**src/rtl/mcp_share_arbiter.sv**
```systemverilog
// Round-robin owner of one shared multicycle datapath: launches an operand, times the
// capture enable MCP_CYCLES clocks later, and returns the result with a done pulse.
module mcp_share_arbiter #(
  parameter int NREQ       = 4,
  parameter int DW         = 8,
  parameter int MCP_CYCLES = 4
) (
  input  logic              clk,
  input  logic              rst_n,
  input  logic [NREQ-1:0]   req,
  input  logic [NREQ*DW-1:0] req_data,
  output logic [NREQ-1:0]   gnt,
  output logic              busy,
  output logic              src_en,
  output logic [DW-1:0]     src_data,
  output logic              cap_en,
  input  logic [DW-1:0]     res_in,
  output logic [DW-1:0]     res_out,
  output logic [NREQ-1:0]   done
);

  localparam int PW = (NREQ > 1) ? $clog2(NREQ) : 1;
  localparam int CW = $clog2(MCP_CYCLES + 1);

  typedef enum logic [2:0] {
    S_IDLE,
    S_LAUNCH,
    S_WAIT,
    S_CAPTURE,
    S_DONE
  } state_t;

  state_t          state_reg, state_next;
  logic [PW-1:0]   ptr_reg, ptr_next;
  logic [CW-1:0]   cnt_reg, cnt_next;
  logic [NREQ-1:0] gnt_reg, gnt_next;
  logic [NREQ-1:0] done_reg, done_next;
  logic            busy_reg, busy_next;
  logic            src_en_reg, src_en_next;
  logic            cap_en_reg, cap_en_next;
  logic [DW-1:0]   src_data_reg, src_data_next;
  logic [DW-1:0]   res_out_reg, res_out_next;

  logic [DW-1:0]   operand  [NREQ];
  logic [PW-1:0]   cand_idx [NREQ];
  logic [NREQ-1:0] cand_hit;
  logic            found;
  logic [PW-1:0]   win_idx;
  logic [PW-1:0]   win_inc;

  // Candidate gi is the requester gi positions after the pointer, wrapped mod NREQ.
  generate
    for (genvar gi = 0; gi < NREQ; gi++) begin : g_slot
      logic [PW:0] sum;
      assign operand[gi]  = req_data[gi*DW +: DW];
      assign sum          = {1'b0, ptr_reg} + (PW+1)'(gi);
      assign cand_idx[gi] = (sum >= (PW+1)'(NREQ)) ? PW'(sum - (PW+1)'(NREQ)) : PW'(sum);
      assign cand_hit[gi] = req[cand_idx[gi]];
    end
  endgenerate

  // Lowest candidate offset wins; scanning downward leaves it as the final assignment.
  always_comb begin
    found   = 1'b0;
    win_idx = '0;
    for (int k = NREQ - 1; k >= 0; k--) begin
      if (cand_hit[k]) begin
        found   = 1'b1;
        win_idx = cand_idx[k];
      end
    end
  end

  assign win_inc = (win_idx == PW'(NREQ - 1)) ? '0 : win_idx + PW'(1);

  always_comb begin
    state_next    = state_reg;
    ptr_next      = ptr_reg;
    cnt_next      = cnt_reg;
    gnt_next      = gnt_reg;
    busy_next     = busy_reg;
    src_en_next   = 1'b0;
    cap_en_next   = 1'b0;
    done_next     = '0;
    src_data_next = src_data_reg;
    res_out_next  = res_out_reg;
    case (state_reg)
      S_IDLE: begin
        if (found) begin
          state_next    = S_LAUNCH;
          ptr_next      = win_inc;
          gnt_next      = NREQ'(1) << win_idx;
          busy_next     = 1'b1;
          src_en_next   = 1'b1;
          src_data_next = operand[win_idx];
        end
      end
      S_LAUNCH: begin
        state_next = S_WAIT;
        cnt_next   = CW'(1);
      end
      S_WAIT: begin
        // Launch cycle plus MCP_CYCLES-1 wait cycles puts capture exactly MCP_CYCLES later.
        if (cnt_reg == CW'(MCP_CYCLES - 1)) begin
          state_next  = S_CAPTURE;
          cnt_next    = '0;
          cap_en_next = 1'b1;
        end else begin
          cnt_next = cnt_reg + CW'(1);
        end
      end
      S_CAPTURE: begin
        state_next = S_DONE;
      end
      S_DONE: begin
        state_next   = S_IDLE;
        res_out_next = res_in;
        done_next    = gnt_reg;
        gnt_next     = '0;
        busy_next    = 1'b0;
      end
      default: begin
        state_next = S_IDLE;
        gnt_next   = '0;
        busy_next  = 1'b0;
        cnt_next   = '0;
      end
    endcase
  end

  always_ff @(posedge clk or negedge rst_n) begin
    if (!rst_n) begin
      state_reg    <= S_IDLE;
      ptr_reg      <= '0;
      cnt_reg      <= '0;
      gnt_reg      <= '0;
      busy_reg     <= 1'b0;
      src_en_reg   <= 1'b0;
      cap_en_reg   <= 1'b0;
      done_reg     <= '0;
      src_data_reg <= '0;
      res_out_reg  <= '0;
    end else begin
      state_reg    <= state_next;
      ptr_reg      <= ptr_next;
      cnt_reg      <= cnt_next;
      gnt_reg      <= gnt_next;
      busy_reg     <= busy_next;
      src_en_reg   <= src_en_next;
      cap_en_reg   <= cap_en_next;
      done_reg     <= done_next;
      src_data_reg <= src_data_next;
      res_out_reg  <= res_out_next;
    end
  end

  assign gnt      = gnt_reg;
  assign busy     = busy_reg;
  assign src_en   = src_en_reg;
  assign cap_en   = cap_en_reg;
  assign done     = done_reg;
  assign src_data = src_data_reg;
  assign res_out  = res_out_reg;

endmodule
```
**config.mk**
```make
export PLATFORM = sky130hd
export DESIGN_NAME = mcp_share_arbiter
export DESIGN_NICKNAME = d
export VERILOG_FILES = /design/src/rtl/mcp_share_arbiter.sv
export SDC_FILE = /design/constraint.sdc
export NUM_CORES = 1
export LEC_CHECK = 0
export CORE_AREA = 2 2 56 84
export CTS_CLUSTER_DIAMETER = 50
export DETAILED_ROUTE_END_ITERATION = 7
export DIE_AREA = 0 0 58 86
export PLACE_DENSITY_LB_ADDON = 0.2
export SYNTH_ARGS = -nofsm -noshare
export SYNTH_HDL_FRONTEND = slang
export SYNTH_SLANG_ARGS = --single-unit
```
**constraint.sdc**
```tcl
create_clock -name clk -period 2.1 [get_ports clk]
set_clock_uncertainty 0.1 [all_clocks]
set_input_delay 0.42 -clock clk [delete_from_list [all_inputs] [get_ports clk]]
set_output_delay 0.42 -clock clk [all_outputs]
set_load 0.01 [all_outputs]
```
Yosys cells after proc, flatten, opt, wreduce, memory -nomap -nowiden
Cells that the tools add are included.
{ "totals": {"reg_bits": 35, "in_bits": 46, "out_inout_bits": 27, "word_cells": 83} }
{ "op_classes": {"addsub": 9, "n_lt_le_gt_ge": 9, "n_eq_ne": 8, "n_shift": 1, "mux": 38, "bitwise": 2, "reduce_logical": 6} }
{ "op_table": {"columns": ["operator", "n"], "rows": [
  ["$mux W2", 9],
  ["$bmux W8 S2", 1],
  ["$mux W8", 2],
  ["$mux W1", 13],
  ["$ge A3 B3 Y1 const B", 4],
  ["$lt A2 B3 Y1 const B", 4],
  ["$pmux W3 S4", 1],
  ["$eq A3 B2 Y1 const B", 3],
  ["$mux W3", 3],
  ["$pmux W3 S3", 1],
  ["$bmux W1 S2", 4],
  ["$mux W4", 2],
  ["$pmux W4 S2", 1],
  ["$sub A2 B1 Y2 const B", 4],
  ["$add A2 B2 Y3 const B", 2],
  ["$reduce_and A2 Y1", 3],
  ["$reduce_or A3 Y1", 2],
  ["$ne A2 B2 Y1 const B", 2],
  ["$shl A1 B2 Y4 const A", 1],
  ["$add A2 B1 Y3 const B", 1],
  ["$add A3 B1 Y3 const B", 1],
  ["$eq A3 B1 Y1 const B", 1],
  ["$eq A3 B3 Y1 const B", 1],
  ["$ge A2 B3 Y1 const B", 1],
  ["6 further kinds", 6]
]} }

Longest topological paths before layout
{ "logic_depth": {"word_depth": 13, "ltp_mapped": 8, "mapped_depth_nobuf": 7} }

Worst setup path after synthesis
No wires, ideal clock.
{ "synth_path": {"path_kind": "register to register", "from": "register ptr_reg[1]", "to": "register ptr_reg[1]", "setup_ns": 0.116, "t_arrival_ns": 1.629, "required_time_ns": 1.884, "path_slack_ns": 0.254, "stages_incl_launch_ff": 8, "n_path_buf": 0, "period_less_slack_ns": 1.846, "path_cell_list": "dfrtp_1 > or2b_2 > a21o_1 > nand3_2 > clkinv_1 > ha_1 > nand2_1 > nand2_1"} }
{ "synth_between": {"elab_chain_cells": 11, "word_cells_on_any_way": 35, "cone_classes": "add/sub (8); order compare (4); eq/ne (1); mux (21); reduce/logical (1)"} }
{ "synth_lines": {"columns": ["item", "line", "rtl"], "rows": [
  ["start, declared", "34", "logic [PW-1:0] ptr_reg, ptr_next;"],
  ["start signal, assigned", "145", "ptr_reg <= ptr_next;"],
  ["$add A2 B2 Y3", "56", "assign sum = {1'b0, ptr_reg} + (PW+1)'(gi);"],
  ["$ge A3 B3 Y1 or $sub A2 B1 Y2 (tied branches)", "57", "assign cand_idx[gi] = (sum >= (PW+1)'(NREQ)) ? PW'(sum - (PW+1)'(NREQ)) : PW'(sum);"],
  ["$mux W2", "57", null],
  ["$bmux W1 S2", "58", "assign cand_hit[gi] = req[cand_idx[gi]];"],
  ["$mux W1 (not written as such)", "58", null],
  ["$mux W2 (3 in a row)", "67", "if (cand_hit[k]) begin"],
  ["$mux W2 *", "67", null],
  ["$add A2 B1 Y2 or $eq A2 B2 Y1 (tied branches)", "74", "assign win_inc = (win_idx == PW'(NREQ - 1)) ? '0 : win_idx + PW'(1);"],
  ["$mux W2 *", "74", null],
  ["named net win_inc[1]", "49", "logic [PW-1:0] win_inc;"]
]} }
The timed path passes the listed nets; every way through them passes the cells marked *. The select of a mux whose other input is x is not followed.
A chain may end at the register's enable or synchronous reset.

Worst setup path in the final report
{ "layout_path": {"from": "register ptr_reg[1]", "to": "register src_data_reg[3] (netlist: src_data[3])"} }
{ "layout_between": {"elab_chain_cells": 13, "word_cells_on_any_way": 36, "cone_classes": "add/sub (7); order compare (4); mux (23); bitwise (1); reduce/logical (1)"} }
{ "layout_lines": {"columns": ["item", "line", "rtl"], "rows": [
  ["$add A2 B2 Y3", "56", null],
  ["$ge A3 B3 Y1 or $sub A2 B1 Y2 (tied branches)", "57", null],
  ["$mux W2", "57", null],
  ["$bmux W1 S2", "58", null],
  ["$mux W1 (not written as such)", "58", null],
  ["$mux W2 (4 in a row)", "67", null],
  ["$not A2 Y3 (not written as such)", "95", "src_data_next = operand[win_idx];"],
  ["$bmux W8 S2", "95", null],
  ["$mux W8 (not written as such) (2 in a row)", "95", null],
  ["end signal, assigned", "152", "src_data_reg <= src_data_next;"],
  ["end, declared", "41", "logic [DW-1:0] src_data_reg, src_data_next;"]
]} }
Parallel ways exist; a longest one is shown, timed or not. The select of a mux whose other input is x is not followed.

==> flow_summary.ini <==
[power_and_ir_drop]
sw_frac_of_total_pct = 36.7
power.density_nw_per_um2 = 1350
comb_power_share_pct = 55.8
power_frac_clock_pct = 15.6
ir_drop_v = 0.00109
finalPower_mw = 3.92
switching_power_mw = 1.44
internal_power_mw = 2.48
seqPwrFrac_pct = 28.6
power_leakage_nw = 1.25

[routing]
drt_iter0_markers = 31
ant_nets = 0
drtPass1Iterations = 4
route.detailed.drc = 0
routed_via_density = 5.21
vias = 1645
drt-total-wl_um = 4590
wl_per_cell_um = 14.5

[global_route]
grt_usage_pct = 19.3
antenna_found_initial = 0
grt.overflow.total = 0
grt_max_degree = 36
grt_pass1_wl_um = 7350
grt_pass1_vias = 1665

[timing]
hold_viol = 0
setup_viol = 0
fin_ws_ns = 0.131
max_freq_mhz = 508
finalCritPeriodShare_pct = 93.8
finalMaxSlewViolations = 0
post-route-min-period_ns = 1.97
slew_headroom_pct = 49.1
worst_slew_pin_slew_ns = 0.763

[finish]
mostFrequentLayoutCells = clkdlybuf4s50_1, dfrtp_1, nand2_1, buf_4, nor2_1
finalNetCount = 317
drive_above_1_share_pct = 24.1
n_antenna_cell = 0
layout_commonest_cell = clkdlybuf4s50_1
fill_cells = 353
fin_util_pct = 68.8
area_growth_pct = 67.6

[worst_setup_path]
max_stage_delay_ns = 0.41
critPathSlowestCell = dfrtp_1
critPathArrivalTime_ns = 2.02
path_cells = mux2i_1 -> or2_4 -> nand3_4 -> buf_4 -> a2111oi_4 -> a311oi_1
crit_type = flip-flop to flip-flop
critPathMaxFanout = 9
cp-end-kind = flip-flop
r2r_setup_slack_ns = 0.13
critPathTopFamily = compound AO/OA/AOI/OAI gates
cp.required_ns = 2.15
crit_buf_inv = 1
critPathLaunchType = flip-flop

[logic_synthesis]
synth_edf_count = 0
yosys.area.top_type_share_pct = 50.7
ys_seq_elements = 35
yosys-top-cells-area = dfrtp_1, nand2_1, mux2_2
avgSynthCellArea_um2 = 10.2
synth_ff_type = dfrtp_1
yosys_warnings = 0
syn_nets = 217
ys_seq_area_share_pct = 50.7
syn_area_um2 = 1730
netlist_instances = 169
ys_types = 39
synth_area_leader_cell = dfrtp_1
async_reset_ff_share_pct = 100

[clock_network]
htreeDepth = 2
cts_tree = done
cts_root_buf = clkbuf_8
path_clk_slew_ns = 0.08
cts_buffer_depth = 2
clock_latency_ns = 0.29
cts_buffers = 5
cts_sinks = 35

[floorplanning]
die_y_um = 86
start_util_pct = 41.1
die_area_um2 = 4990
coreArea_um2 = 4210
io_pins = 73
die_w_um = 58
row_count = 29

[placement]
dp_slack_ns = -0.674
globalplace.congestion = 0.797
dp_hpwl_um = 3400
portBuffers = 72

[job]
drv_cap = 0

[outcome]
status = completed

[hold_path]
min_path_type = input pin to async pin
-- logic make-up after synthesis --
logic type,share of synthesized area (%)
adders and majority gates,1.45
xor gates and xnor gates,0.507
buffers and inverters,5.00
DFF,50.7
muxes,6.95
and+or+nand+nor,22.2
AOI/OAI and AO/OA,13.2
-- power by group through the flow --
stage                     Clock (mW)  Sequential (mW)  Combinational, mW
after global routing           0.653             1.15               2.39
after CTS                      0.616             1.12               2.13
final                          0.612             1.12               2.18
after global placement             0             1.12               1.96
after detailed placement           0             1.13               2.00
after floorplan                    0             1.21              0.921
-- worst paths after layout --
kind	end	depth (start not counted)	from
setup / recovery	src_data[3]	6	ptr_reg[1]
max in group asynchronous	res_out[4]	1	rst_n
hold / removal	cnt_reg[2]	1	rst_n
min in group clk	cnt_reg[2]	1	cnt_reg[2]
setup reg to reg	src_data[3]	6	ptr_reg[1]
hold reg to reg	cnt_reg[2]	1	cnt_reg[2]
-- worst reg2reg max path, delay by kind of cell, from the launching register on --
kind                   cells  cell delay [ns]
flip-flops                 1             0.41
AO/OA/AOI/OAI              2             0.48
AND/OR/NAND/NOR            2             0.36
buffers and inverters      1             0.23
multiplexers               1             0.25
-- synth_stat cells (2+ instances only) --
master and number:
inv_1 3, mux2_2 8, dfrtp_1 35, o22ai_1 2, nor2_1 16, o21ai_0 2
mux2i_1 3, nand2b_1 3, a2111oi_0 8, a311oi_1 7, nor3_2 2, clkbuf_1 2
nand2_1 29, and3_1 5, and4_2 2, nor3_1 3, ha_1 2, a21oi_1 9
and4_1 5, buf_2 2, nand3_1 3
-- routing by layer --
layer / part of all wire [%] / up-vias / track usage [%] / wire (um)
met1: 36 / 762 / 20.0 / 1660
met4: 2.2 / 0 / 7.61 / 102
met3: 6.3 / 9 / 3.77 / 287
met5: 0 / - / 0 / 0
li1: - / 811 / - / -
met2: 55 / 63 / 36.6 / 2540
-- layout make-up --
type / instances / area, um^2 / area share, %
clock buffers: 5 / 68.8 / 2.38
clock inverters: 3 / 43.8 / 1.51
inverters: 5 / 22.5 / 0.778
multi-input cells: 121 / 878 / 30.3
flip-flops and latches: 35 / 876 / 30.3
well taps: 46 / 57.6 / 1.99
repair buffers: 101 / 948 / 32.8
-- per-stage QoR --
step	hold WS (ns)	instance area, um^2	setup TNS (ns)	instances
after floorplan	0.0244	1730	0	169
after global placement	0.373	2660	-6.28	308
after detailed placement	0.383	2660	-6.41	308
after CTS	0.124	2850	0	315
after global routing	0.165	2900	-0.00496	316
final	0.0979	2900	0	316
-- timing repair --
item,in CTS,in global routing
pin swaps,3,1
endpoints found under the hold margin,0,0
endpoints found under the setup margin,11,10
resized for setup,23,5
setup buffers,0,1
hold buffers,0,0
Note: power is estimated with default switching activity, not from simulation.
==> RTL edit 1: new RTL, config.mk and constraints unchanged <==
The 5 states of `state_t` get a one-hot encoding in 5 bits.
--- a/src/rtl/mcp_share_arbiter.sv
+++ b/src/rtl/mcp_share_arbiter.sv
@@ -23,10 +23,10 @@
   localparam int CW = $clog2(MCP_CYCLES + 1);
 
-  typedef enum logic [2:0] {
-    S_IDLE,
-    S_LAUNCH,
-    S_WAIT,
-    S_CAPTURE,
-    S_DONE
+  typedef enum logic [4:0] {
+    S_IDLE    = 5'b00001,
+    S_LAUNCH  = 5'b00010,
+    S_WAIT    = 5'b00100,
+    S_CAPTURE = 5'b01000,
+    S_DONE    = 5'b10000
   } state_t;
 
Formal check against the unedited RTL: no difference found for any inputs over 10 cycles, from zero or initial values and one cycle with rst_n low; not proved beyond that.
==> RTL edit 1 against the original RTL <==
  * Worst setup slack lost 0.069 ns
  * Die area is the same
  * Combinational power shrank 36%
  * Cell count shrank 3.2%
  * Critical path depth is the same
  * Total power shrank 26%
  * Synthesized cell count grew 1.8%
  * Global-route usage shrank 2.0 points
  * Routed wire length shrank 16%
  * Final area shrank 6.2%
  * Synthesized area grew 2.0%
  * Sequential cell count grew 2
  * Critical path type is now primary input to flop
  * Largest cell class is now flip-flops and latches
==> RTL edit 1: results (changes against the original RTL) <==
- The area used by multi-input combinational logic is 785 µm² (-11%).
- Combined global-route utilization of all metal layers: 0.173 (-0.0196)
- The overall power consumption is 2.91 mW (-26%).
* CTS buffer count: 5 (unchanged)
- The largest fanout of any net on the critical path is 4 (-5).
- HPWL after detailed placement: 3010 µm (-11%)
- Maximum resistive drop on vdd: 0.000636 V (-42%)
* Top Family by Delay on Critical Path: simple AND/OR/NAND/NOR gates
- Antenna violations before repair: 0 (unchanged)
* Mean area per synthesized cell: 10.2 µm² (+0.18%)
- First DRT Iteration DRCs: 20 (-35%)
* Syn nets: 220 (+1.4%)
- After synthesis, the most frequently instantiated cells are sky130_fd_sc_hd__nand2_1 (40), sky130_fd_sc_hd__dfrtp_1 (36), sky130_fd_sc_hd__mux2i_1 (16).
- Sequential fraction of the synthesis area: 0.526 (+0.0194)
- The async set-or-reset flop fraction in the synthesized netlist was 1.00 (unchanged).
* Arrival time worst endpoint: 2.17 ns (+0.15 ns)
- Mean routed wirelength per cell: 12.6 µm (-13%)
- Via count of the first global-routing pass: 1,530 (-8.1%)
* Combinational power: 1.39 mW (-36%)
- The clock group total power was 0.470 mW (-23%).
* Cell types occupying the most area after synthesis: sky130_fd_sc_hd__dfrtp_1 (51%), sky130_fd_sc_hd__mux2i_1 (9.1%), sky130_fd_sc_hd__nand2_1 (8.5%), sky130_fd_sc_hd__o221ai_1 (4.5%), sky130_fd_sc_hd__a21o_1 (2.1%)
- The clock edge transition at the registers on the reported setup and hold paths came to 0.08 ns (about the same).
* DRT Pass-1 Iters: 4 (unchanged)
* Largest stage delay, worst path: 0.53 ns (+0.12 ns)
- Layout net count: 307 (-3.2%)
- The clock latency on the worst-skew pair came to 0.29 ns (about the same).
- Share of layout cells above drive strength 1: 0.131 (-0.110)
- The number of distinct library cells after synthesis is 39 (unchanged).
* Count of input and output buffers: 72 (unchanged)
- The fraction of power spent switching nets came to 0.344 (-0.0233).
- Result of the run: complete, no violations
* Instance area at placement: 2630 µm² (-1.2%)
- Via/cell ratio: 5.17 (-0.62%)
* Leak: 1.25 nW (-0.19%)
* Worst slew margin relative to its limit: 0.694 (+0.202)
- Clock root buffer: sky130_fd_sc_hd__clkbuf_8
- Total number of yosys warnings: 0 (unchanged)
- Largest buffer count on any clock path: 2 (unchanged)
* Placed cell count: 298 (-3.2%)
- Overall via count from detail_route: 1,583 (-3.8%)
- The antenna diode count is 0 (unchanged).
- Filler cell count: 358 (+1.4%)
- The worst slack after detailed placement is -0.521 ns (+0.152 ns).
- Max stage delay cell, worst path: sky130_fd_sc_hd__or4_4
- Global route total overflow: 0 (unchanged)
* Post-CTS Setup Repair Bufs: 0 (unchanged)
- The first-pass GRT wire length is 6660 µm (-9.4%).
- The H-tree depth reported by CTS was 2 (unchanged).
* Routability cong.: 0.742 (-6.8%)
- Commonest register cell after synthesis: sky130_fd_sc_hd__dfrtp_1
- Largest net degree at the start of global routing: 38 (+5.6%)
- Min-delay worst type: primary input to asynchronous set/reset pin
[RTL edit 1: worst paths after layout]
| kind | from | to | slack, ns | cells past startpoint |
|---|---|---|---|---|
| hold reg to reg | res_out[4] | res_out[4] | 0.38 | 2 |
| setup reg to reg | ptr_reg[1] | gnt[3] | 0.24 | 6 |
| setup / recovery | req[2] | gnt[3] | 0.06 | 6 |
| min in group clk | res_out[4] | res_out[4] | 0.38 | 2 |
| max in group asynchronous | rst_n | state_reg[0] | 1.48 | 2 |
| hold / removal | rst_n | src_data[4] | 0.06 | 2 |
[RTL edit 1: logic make-up (layout without fill, tap and decap cells)]
| logic type | Yosys count | in the layout | synth area share |
|---|---|---|---|
| AOI/OAI and AO/OA | 32 | 32 | 0.143 |
| adders and majority gates | 2 | 2 | 0.0142 |
| muxes | 17 | 17 | 0.0973 |
| xor gates and xnor gates | 1 | 1 | 0.00497 |
| buffers and inverters | 15 | 103 | 0.0348 |
| DFF | 37 | 37 | 0.526 |
| and+or+nand+nor | 68 | 68 | 0.180 |
[RTL edit 1: repair_timing]
| item | CTS | global route |
|---|---|---|
| pin swaps | 5 | 5 |
| cloned | 0 | 0 |
| gates resized for setup | 6 | 4 |
| endpoints found under the setup margin | 12 | 4 |
[RTL edit 1: area by class of cell]
class | instances | share of cell area
flip-flops and latches | 37 | 0.341
repair buffers | 87 | 0.307
multi-input cells | 120 | 0.289
clock buffers | 6 | 0.0267
well taps | 46 | 0.0212
inverters | 8 | 0.0111
clock inverters | 2 | 0.00368
[RTL edit 1: per-layer routing]
metal | vias up | global-route usage | part of all wire
li1 | 776 | - | -
met1 | 726 | 0.179 | 0.37
met2 | 75 | 0.312 | 0.52
met3 | 6 | 0.0588 | 0.090
met4 | 0 | 0.0698 | 0.017
met5 | - | 0 | 0
==> RTL edit 2: new RTL, same flow settings <==
Without the edit above. Change the parameter `DW` from 8 to 9.
--- a/src/rtl/mcp_share_arbiter.sv
+++ b/src/rtl/mcp_share_arbiter.sv
@@ -3,5 +3,5 @@
 module mcp_share_arbiter #(
   parameter int NREQ       = 4,
-  parameter int DW         = 8,
+  parameter int DW         = 9,
   parameter int MCP_CYCLES = 4
 ) (
Ports: changed (resized req_data, res_in, res_out and src_data); port bits go from 73 to 80. The function was not compared with the original's and may differ.
==> RTL edit 2 against the original RTL <==
  * Synthesized area rose by 6.9%
  * Sequential cell count rose by 2
  * Core utilization rose by 3.9 points
  * Total power rose by 4.8%
  * Final area rose by 5.7%
  * Worst setup slack got worse by 0.079 ns
  * Non-clock buffer count rose by 2
  * Routed wire length rose by 14%
  * Clock power rose by 6.4%
  * Global-route usage rose by 1.7 points
  * Largest cell class unchanged
==> RTL edit 2: results (changes against the original RTL) <==
- Result of the run: complete, no violations
- DRT Pass-1 Iters: 4 (unchanged)
- Share of layout cells above drive strength 1: 0.238 (-0.00315)
* Antenna violations before repair: 0 (unchanged)
- CTS buffer count: 5 (unchanged)
- Among cell families on the critical path, the largest total delay comes from compound AO/OA/AOI/OAI gates.
- Clock slew at reported path FFs: 0.08 ns (about the same)
- Met2 track demand over resource in global routing: 0.367 (+0.00103)
- The total global routing overflow came to 0 (unchanged).
- First DRT Iteration DRCs: 51 (+65%)
- The maximum vdd drop came to 0.000886 V (-19%).
- Routability cong.: 0.740 (-7.1%)
- GR Layer Usage met1: 0.246 (+0.0454)
* Largest net degree at the start of global routing: 38 (+5.6%)
- The net count after synthesis came to 230 (+6.0%).
- Max stage delay cell, worst path: sky130_fd_sc_hd__a2111oi_0
* Instance area at placement: 2810 µm² (+5.5%)
- Count of input and output buffers: 79 (+9.7%)
- The transition at the pin with the smallest max-transition slack is 0.482 ns (-0.281 ns).
- The min-delay analysis places its worst path in the category primary input to asynchronous set/reset pin.
- Multiplexer area fraction after synthesis: 0.0711 (+0.00162)
- Largest stage delay, worst path: 0.48 ns (+0.07 ns)
* Wire length of the first global-routing pass: 8070 µm (+9.8%)
- In the post-synthesis netlist, the biggest area contributors are sky130_fd_sc_hd__dfrtp_1 (50%), sky130_fd_sc_hd__nand2_1 (6.3%), sky130_fd_sc_hd__a2111oi_2 (5.7%), sky130_fd_sc_hd__mux2_2 (5.5%), sky130_fd_sc_hd__a311oi_1 (3.8%).
- Complex-gate fraction of the synthesized area: 0.163 (+0.0308)
- Highest fanout seen on the critical path: 6 (-3)
- Antenna cell count: 0 (unchanged)
- The all-layer global routing usage came to 0.209 (+0.0167).
- The number of distinct library cells after synthesis came to 38 (-2.6%).
- The worst slack after detailed placement was -0.425 ns (+0.248 ns).
* Clock root buffer: sky130_fd_sc_hd__clkbuf_8
* Via/cell ratio: 5.53 (+6.2%)
- Largest buffer count on any clock path: 2 (unchanged)
- The async set-or-reset flop fraction in the synthesized netlist was 1.00 (unchanged).
- The final-layout fill cell count was 308 (-13%).
- Commonest register cell after synthesis: sky130_fd_sc_hd__dfrtp_1
* Via count of the first global-routing pass: 1,751 (+5.2%)
* Top cell types by occurrence after synthesis: sky130_fd_sc_hd__dfrtp_1 (37), sky130_fd_sc_hd__nand2_1 (31), sky130_fd_sc_hd__nor2_1 (17)
- The signal arrival time at the worst endpoint was 2.11 ns (+0.09 ns).
- The static leakage power is 1.30 nW (+4.3%).
* Sequential fraction of the synthesis area: 0.501 (-0.00552)
- Total number of yosys warnings: 0 (unchanged)
- The detailed-route wire length came to 5240 µm (+14%).
* Synth Area in XOR/XNOR: 0.00474 (-0.000326)
* Latest clock arrival within the worst-skew pair: 0.29 ns (about the same)
* Met3 capacity usage during global routing: 0.0498 (+0.0121)
- HPWL after detailed placement: 3580 µm (+5.3%)
* Number of levels in the clock H-tree: 2 (unchanged)
* Layout net count: 334 (+5.4%)
* Post-synthesis share of cell area spent on full adders, half adders and majority gates: 0.0136 (-0.000932)
-- RTL edit 2: cell types whose count changed after synthesis, sizes merged, moves of 2 or more --
cell | unedited run | this run
dfrtp | 35 | 37
and4 | 7 | 0
nor2 | 16 | 18
nor4b | 0 | 8
nand2 | 29 | 31
-- RTL edit 2: stage by stage --
stage | util | total power, mW | hold WS [ns] | instances | TNS [ns]
floorplan | - | 2.30 | 0.0244 | 177 | 0
global placement | 0.668 | 3.22 | 0.373 | 316 | -4.27
detailed placement | 0.668 | 3.29 | 0.382 | 316 | -5.02
CTS | 0.700 | 3.96 | 0.0791 | 324 | -0.0312
global route | 0.727 | 4.39 | 0.0977 | 328 | -0.104
finish | 0.727 | 4.11 | 0.0653 | 328 | 0
-- RTL edit 2: per-layer routing --
layer / wire, µm / vias up / part of all wire
li1: - / 852 / -
met1: 1910 / 862 / 0.36
met2: 2880 / 92 / 0.55
met3: 377 / 7 / 0.072
met4: 70 / 0 / 0.013
met5: 0 / - / 0
-- RTL edit 2: logic make-up after synthesis --
logic type	count (synthesis)
AO/OA/AOI/OAI	34
XOR/XNOR	1
adder cells (fa/ha/maj)	2
buffers and inverters	14
flip-flops	37
multiplexers	12
AND/OR/NAND/NOR	77
-- RTL edit 2: power by group --
group	total (mW)	switching [mW]	internal, mW	leakage, nW
sequential	1.22	0.209	1.01	0.456
clock	0.651	0.265	0.386	0.0574
combinational	2.23	1.09	1.15	0.790
total	4.11	1.56	2.55	1.30
-- RTL edit 2: what timing repair did --
item / CTS / global route
gates resized for setup: 3 / 21
cloned: 0 / 3
pin swaps: 1 / 5
buffers inserted: 0 / 1
setup endpoints to repair: 11 / 13
-- RTL edit 2: path summary, 6_finish.rpt --
| kind | start | end | slack (ns) | cells past startpoint |
|---|---|---|---|---|
| min in group clk | cnt_reg[2] | cnt_reg[2] | 0.40 | 1 |
| min | rst_n | cnt_reg[2] | 0.07 | 2 |
| min reg2reg | cnt_reg[2] | cnt_reg[2] | 0.40 | 1 |
| max reg2reg | ptr_reg[1] | src_data[4] | 0.05 | 5 |
| max | ptr_reg[1] | src_data[4] | 0.05 | 5 |
| max in group asynchronous | rst_n | res_out[3] | 1.49 | 2 |
-- RTL edit 2: layout make-up --
class | count | area, µm² | area share
clock buffer | 6 | 82.6 | 0.0270
clock inverter | 2 | 37.5 | 0.0123
inverter | 6 | 30.0 | 0.00981
multi-input combinational | 128 | 946 | 0.309
sequential | 37 | 926 | 0.303
tap | 46 | 57.6 | 0.0188
timing repair buffer | 103 | 981 | 0.321
